### src/rtl/rx_seq_pkg.sv
// rtl/rx_seq_pkg.sv - shared state encoding and sequence constants for the RX packet sequencer
package rx_seq_pkg;

  typedef enum logic [1:0] {
    RX_IDLE = 2'd0,
    RX_PRE  = 2'd1,
    RX_DATA = 2'd2
  } rx_state_e;

  localparam logic [31:0] DEF_RESYNC_SEQ = 32'h416F_DC1E;
  localparam logic [31:0] DEF_MAGIC_SEQ  = 32'hD78C_1B74;
  localparam int          DROP_W         = 16;

endpackage

### src/rtl/seq_matcher.sv
// rtl/seq_matcher.sv - four-byte match window with resync/magic compare on the post-shift value
module seq_matcher #(
  parameter logic [31:0] RESYNC_SEQ = 32'h416F_DC1E,
  parameter logic [31:0] MAGIC_SEQ  = 32'hD78C_1B74
) (
  input  logic       i_clock,
  input  logic       i_reset,
  input  logic [7:0] i_rx_byte,
  input  logic       i_rx_byte_valid,
  output logic       resync_hit,
  output logic       magic_hit
);

  logic [31:0] win;
  logic [31:0] win_next;
  logic        unused_win_msb;

  assign win_next       = {win[23:0], i_rx_byte};
  assign resync_hit     = i_rx_byte_valid && (win_next == RESYNC_SEQ);
  assign magic_hit      = i_rx_byte_valid && (win_next == MAGIC_SEQ);
  assign unused_win_msb = ^win[31:24];

  // A resync empties the window so its tail cannot seed a later match.
  always_ff @(posedge i_clock or posedge i_reset) begin
    if (i_reset) begin
      win <= '0;
    end else if (i_rx_byte_valid) begin
      win <= resync_hit ? '0 : win_next;
    end
  end

endmodule

### src/rtl/rx_packet_sequencer.sv
// rtl/rx_packet_sequencer.sv - UART RX framing FSM, payload forwarding, FIFO write gating and drop count
// Optional payload length limit enabled by defining RX_SEQ_LENGTH_LIMIT_EN.
module rx_packet_sequencer
  import rx_seq_pkg::*;
#(
  parameter int          PAYLOAD_WORDS = 1024,
  parameter logic [31:0] RESYNC_SEQ    = DEF_RESYNC_SEQ,
  parameter logic [31:0] MAGIC_SEQ     = DEF_MAGIC_SEQ
) (
  input  logic              i_clock,
  input  logic              i_reset,
  input  logic [7:0]        i_rx_byte,
  input  logic              i_rx_byte_valid,
  input  logic              i_word_valid,
  input  logic              i_fifo_full,
  output logic [7:0]        o_byte,
  output logic              o_byte_valid,
  output logic              o_deser_clear,
  output logic              o_start_packet_sig,
  output logic              o_fifo_wr,
  output logic [DROP_W-1:0] o_drop_count,
  output logic [1:0]        o_state
);

  rx_state_e state_q, state_d;
  logic      resync_hit, magic_hit;
  logic      fwd_d, clr_d, sop_d;
  logic      limit_hit;

  seq_matcher #(
    .RESYNC_SEQ (RESYNC_SEQ),
    .MAGIC_SEQ  (MAGIC_SEQ)
  ) u_matcher (
    .i_clock         (i_clock),
    .i_reset         (i_reset),
    .i_rx_byte       (i_rx_byte),
    .i_rx_byte_valid (i_rx_byte_valid),
    .resync_hit      (resync_hit),
    .magic_hit       (magic_hit)
  );

`ifdef RX_SEQ_LENGTH_LIMIT_EN
  localparam int CNT_W = $clog2(PAYLOAD_WORDS + 1);
  localparam logic [CNT_W-1:0] LAST_CNT = CNT_W'(PAYLOAD_WORDS - 1);

  logic [CNT_W-1:0] word_cnt;

  // Dropped words still count toward the payload length.
  assign limit_hit = (state_q == RX_DATA) && i_word_valid && (word_cnt == LAST_CNT);

  always_ff @(posedge i_clock or posedge i_reset) begin
    if (i_reset) begin
      word_cnt <= '0;
    end else if (state_q == RX_PRE && magic_hit) begin
      word_cnt <= '0;
    end else if (state_q == RX_DATA && i_word_valid) begin
      word_cnt <= limit_hit ? '0 : word_cnt + 1'b1;
    end
  end
`else
  logic unused_payload_words;

  assign limit_hit            = 1'b0;
  assign unused_payload_words = (PAYLOAD_WORDS == 0);
`endif

  always_comb begin
    state_d = state_q;
    fwd_d   = 1'b0;
    clr_d   = 1'b0;
    sop_d   = 1'b0;
    if (resync_hit) begin
      state_d = RX_IDLE;
      clr_d   = 1'b1;
    end else begin
      case (state_q)
        RX_IDLE: if (i_rx_byte_valid) state_d = RX_PRE;
        RX_PRE: begin
          if (magic_hit) begin
            state_d = RX_DATA;
            clr_d   = 1'b1;
            sop_d   = 1'b1;
          end
        end
        RX_DATA: begin
          if (limit_hit) state_d = RX_IDLE;
          else           fwd_d   = i_rx_byte_valid;
        end
        default: state_d = RX_IDLE;
      endcase
    end
  end

  always_ff @(posedge i_clock or posedge i_reset) begin
    if (i_reset) begin
      state_q            <= RX_IDLE;
      o_byte             <= '0;
      o_byte_valid       <= 1'b0;
      o_deser_clear      <= 1'b0;
      o_start_packet_sig <= 1'b0;
    end else begin
      state_q            <= state_d;
      o_byte_valid       <= fwd_d;
      o_deser_clear      <= clr_d;
      o_start_packet_sig <= sop_d;
      if (fwd_d) o_byte <= i_rx_byte;
    end
  end

  always_ff @(posedge i_clock or posedge i_reset) begin
    if (i_reset) begin
      o_drop_count <= '0;
    end else if (i_word_valid && i_fifo_full && (o_drop_count != '1)) begin
      o_drop_count <= o_drop_count + 1'b1;
    end
  end

  assign o_fifo_wr = i_word_valid & ~i_fifo_full;
  assign o_state   = state_q;

endmodule

### config.mk
export PLATFORM = sky130hd
export DESIGN_NAME = rx_packet_sequencer
export DESIGN_NICKNAME = d
export VERILOG_FILES = /design/src/rtl/rx_seq_pkg.sv /design/src/rtl/seq_matcher.sv /design/src/rtl/rx_packet_sequencer.sv
export SDC_FILE = /design/constraint.sdc
export NUM_CORES = 1
export LEC_CHECK = 0
export CORE_MARGIN = 5
export CORE_UTILIZATION = 52
export CTS_CLUSTER_DIAMETER = 80
export CTS_CLUSTER_SIZE = 8
export DETAILED_ROUTE_END_ITERATION = 16
export PLACE_DENSITY = 0.79
export SYNTH_ARGS = -nofsm -noshare
export SYNTH_HDL_FRONTEND = slang
export SYNTH_HIERARCHICAL = 1
export SYNTH_SLANG_ARGS = --single-unit
### constraint.sdc
create_clock -name i_clock -period 2.9 [get_ports i_clock]
set_clock_uncertainty 0.15 [all_clocks]
set_input_delay 0.435 -clock i_clock [delete_from_list [all_inputs] [get_ports i_clock]]
set_output_delay 0.435 -clock i_clock [all_outputs]
set_load 0.005 [all_outputs]
==> impl_metrics.env <==
export IMPL_reg2reg_to="o_byte[0]"
export IMPL_period_minus_slack_ns=2.41
export IMPL_post_cts_buffers=0
export IMPL_p_int_mw=1.26
export IMPL_cts_hold_buffers_added=0
export IMPL_vdd_drop_max_v=0.000493
export IMPL_place_hpwl_um=3580
export IMPL_wl_um=4910
export IMPL_seq_area_frac_synth=0.559
export IMPL_hold_path_endpoint="o_state[0]"
export IMPL_vias=1661
export IMPL_cts_tree="built"
export IMPL_grt_use_total=0.175
export IMPL_tightest_slew_ns=0.590
export IMPL_ios=43
export IMPL_pwr_share_comb=0.203
export IMPL_vias_per_cell=5.69
export IMPL_htreeDepth=2
export IMPL_n_antenna_cell=0
export IMPL_syn_nets=203
export IMPL_async_flop_share=1.00
export IMPL_syn_inst=189
export IMPL_crit_required_ns=2.93
export IMPL_startpoint_type="input pin"
export IMPL_ant_nets=0
export IMPL_mostFrequentLayoutCells="53 x dfrtp_1, 42 x clkdlybuf4s50_1, 19 x nor2_1, 17 x mux2_2, 16 x mux2i_1"
export IMPL_core_area_um2=4380
export IMPL_rsz0062_at_grt="no"
export IMPL_reg2reg_from="u_matcher/win[9]"
export IMPL_die_w_um=77.6
export IMPL_synth_enable_flop_cells=0
export IMPL_stdcell_count=292
export IMPL_finalSetupTns_ns=0
export IMPL_p_clk_frac=0.237
export IMPL_routedWlPerCell_um=16.8
export IMPL_cts_root_buf="clkbuf_8"
export IMPL_power_leakage_nw=1.33
export IMPL_swShare=0.269
export IMPL_areaGrowthSynthToFinish_pct=25.0
export IMPL_place_congestion=0.836
export IMPL_final_nets=254
export IMPL_synth_avg_cell_area_um2=12.6
export IMPL_ys_types=35
export IMPL_end_kind="register"
export IMPL_yosysWarnings=6
export IMPL_setup_viol=0
export IMPL_clock_latency_ns=0.30
export IMPL_powerDensity_nw_per_um2=581
export IMPL_slew_viol_final=0
export IMPL_clk_pin_slew_ns=0.09
export IMPL_remaining_drc_errors=0
export IMPL_p_switching_mw=0.464
export IMPL_cts_resized=0
export IMPL_portBuffers=42
export IMPL_grt_max_degree=30
export IMPL_rr_worst_depth=6
export IMPL_status="complete, no violations"
export IMPL_drive_gt1_frac=0.158
export IMPL_die_h_um=77.6
export IMPL_place_inst=285
export IMPL_cts_sinks=53
export IMPL_drtPass1Iterations=4
export IMPL_drv_cap=0
export IMPL_worstSetupPathType="in -> reg"
export IMPL_final_common_cell="dfrtp_1"
export IMPL_r2r_setup_slack_ns=0.70
export IMPL_clockBufferDepth=2
export IMPL_dieArea_um2=6020
export IMPL_critPathLaunch="i_rx_byte[0]"
export IMPL_drt_iter0_markers=122
export IMPL_synth_area_um2=2370
export IMPL_first_global_vias=1791
export IMPL_hp_start="o_state[1]"
export IMPL_arrival_ns=2.45
export IMPL_cts_buffers=5
export IMPL_seq_power_share=0.560
export IMPL_hp_class="reg -> reg"
export IMPL_synth_seq_cells=53
export IMPL_grt_ovfl_total=0
export IMPL_grt_pass1_wl_um=8510
export IMPL_path_max_fanout=6
export IMPL_start_util=0.541
export IMPL_timing_fmax_mhz=415
export IMPL_antenna_found_initial=0
export IMPL_rows=24
export IMPL_timing_final_crit_share=0.831
export IMPL_maxSlewHeadroom=0.606
export IMPL_hold_viol=0
export IMPL_synth_ff_type="dfrtp_1"
export IMPL_hold_depth=1
through the flow:
stage	hold WS, ns	area (um^2)	util	power (mW)	worst slack, ns
after floorplan	0.300	2370	-	1.12	0.642
after global placement	0.320	2880	0.657	1.31	0.249
after detailed placement	0.334	2880	0.657	1.33	0.194
after CTS	0.347	2970	0.677	1.74	0.507
after global routing	0.378	2970	0.677	1.83	0.438
final	0.345	2970	0.677	1.72	0.489
sequential cells by signal (all words and copies together) (netlist names):
| signal | flops |
|---|---|
| o_start_packet_sig | 1 |
| o_byte | 8 |
| o_deser_clear | 1 |
| o_byte_valid | 1 |
| u_matcher/win | 24 |
| o_drop_count | 16 |
| o_state | 2 |
layout make-up:
cell class                      count  area (um^2)
Fill cell                         344         1420
Inverter                            3         11.3
Multi-Input combinational cell    128         1000
Tap cell                           52         65.1
Clock buffer                        7         86.3
Timing Repair Buffer               49          473
Sequential cell                    53         1330
synthesized netlist by cell type, types with 3 or more instances:
| cell type | number | area share |
|---|---|---|
| nand2_1 | 6 | 0.0095 |
| xnor2_1 | 10 | 0.037 |
| and4_4 | 3 | 0.014 |
| buf_2 | 4 | 0.0084 |
| nor3_1 | 3 | 0.0063 |
| nor2_1 | 19 | 0.030 |
| and3_1 | 5 | 0.013 |
| mux2_2 | 17 | 0.081 |
| nand3_1 | 5 | 0.011 |
| inv_1 | 3 | 0.0047 |
| xor2_1 | 4 | 0.015 |
| mux2i_1 | 16 | 0.067 |
| dfrtp_1 | 53 | 0.56 |
| and4b_1 | 3 | 0.013 |
| nand4_1 | 9 | 0.024 |
| and2_1 | 3 | 0.0079 |
| nand4b_1 | 3 | 0.011 |
power by group through the flow:
stage,logic (mW),registers [mW],clock network [mW]
floorplan,0.173,0.949,0
global placement,0.342,0.972,0
detailed placement,0.355,0.974,0
CTS,0.357,0.963,0.422
global route,0.388,0.982,0.459
finish,0.350,0.965,0.408
how the worst max path moves through the flow:
stage           endpoint  slack [ns]  cells past startpoint
3_5_place_dp   o_byte[7]        0.19                      7
3_3_place_gp   o_byte[0]        0.25                      7
4_1_cts        o_byte[7]        0.51                      7
2_1_floorplan  o_byte[0]        0.64                      8
6_report       o_byte[0]        0.49                      7
5_1_grt        o_byte[5]        0.44                      7
critical path, cell delays in order:
cell	delay (ns)
clkdlybuf4s50_1	0.50
and4bb_1	0.24
nand4_2	0.10
nor4_4	0.07
nor3b_1	0.50
buf_4	0.26
mux2_2	0.34
cell families (layout without fill, tap and decap cells):
| family | count (synthesis) | after routing | share of synthesized area |
|---|---|---|---|
| flip-flops | 53 | 53 | 0.559 |
| AO/OA/AOI/OAI | 3 | 3 | 0.00738 |
| buffers and inverters | 8 | 59 | 0.0179 |
| multiplexers | 34 | 34 | 0.154 |
| adder cells (fa/ha/maj) | 1 | 1 | 0.00527 |
| AND/OR/NAND/NOR | 76 | 76 | 0.205 |
| XOR/XNOR | 14 | 14 | 0.0517 |
metal layers:
layer	vias to the layer above	global-route usage	wire length (um)
met5	-	0	0
met4	0	0.0687	95
met3	11	0.0359	137
met2	35	0.283	2380
met1	829	0.232	2300
li1	786	-	-
Note: power is estimated with default switching activity, not from simulation.
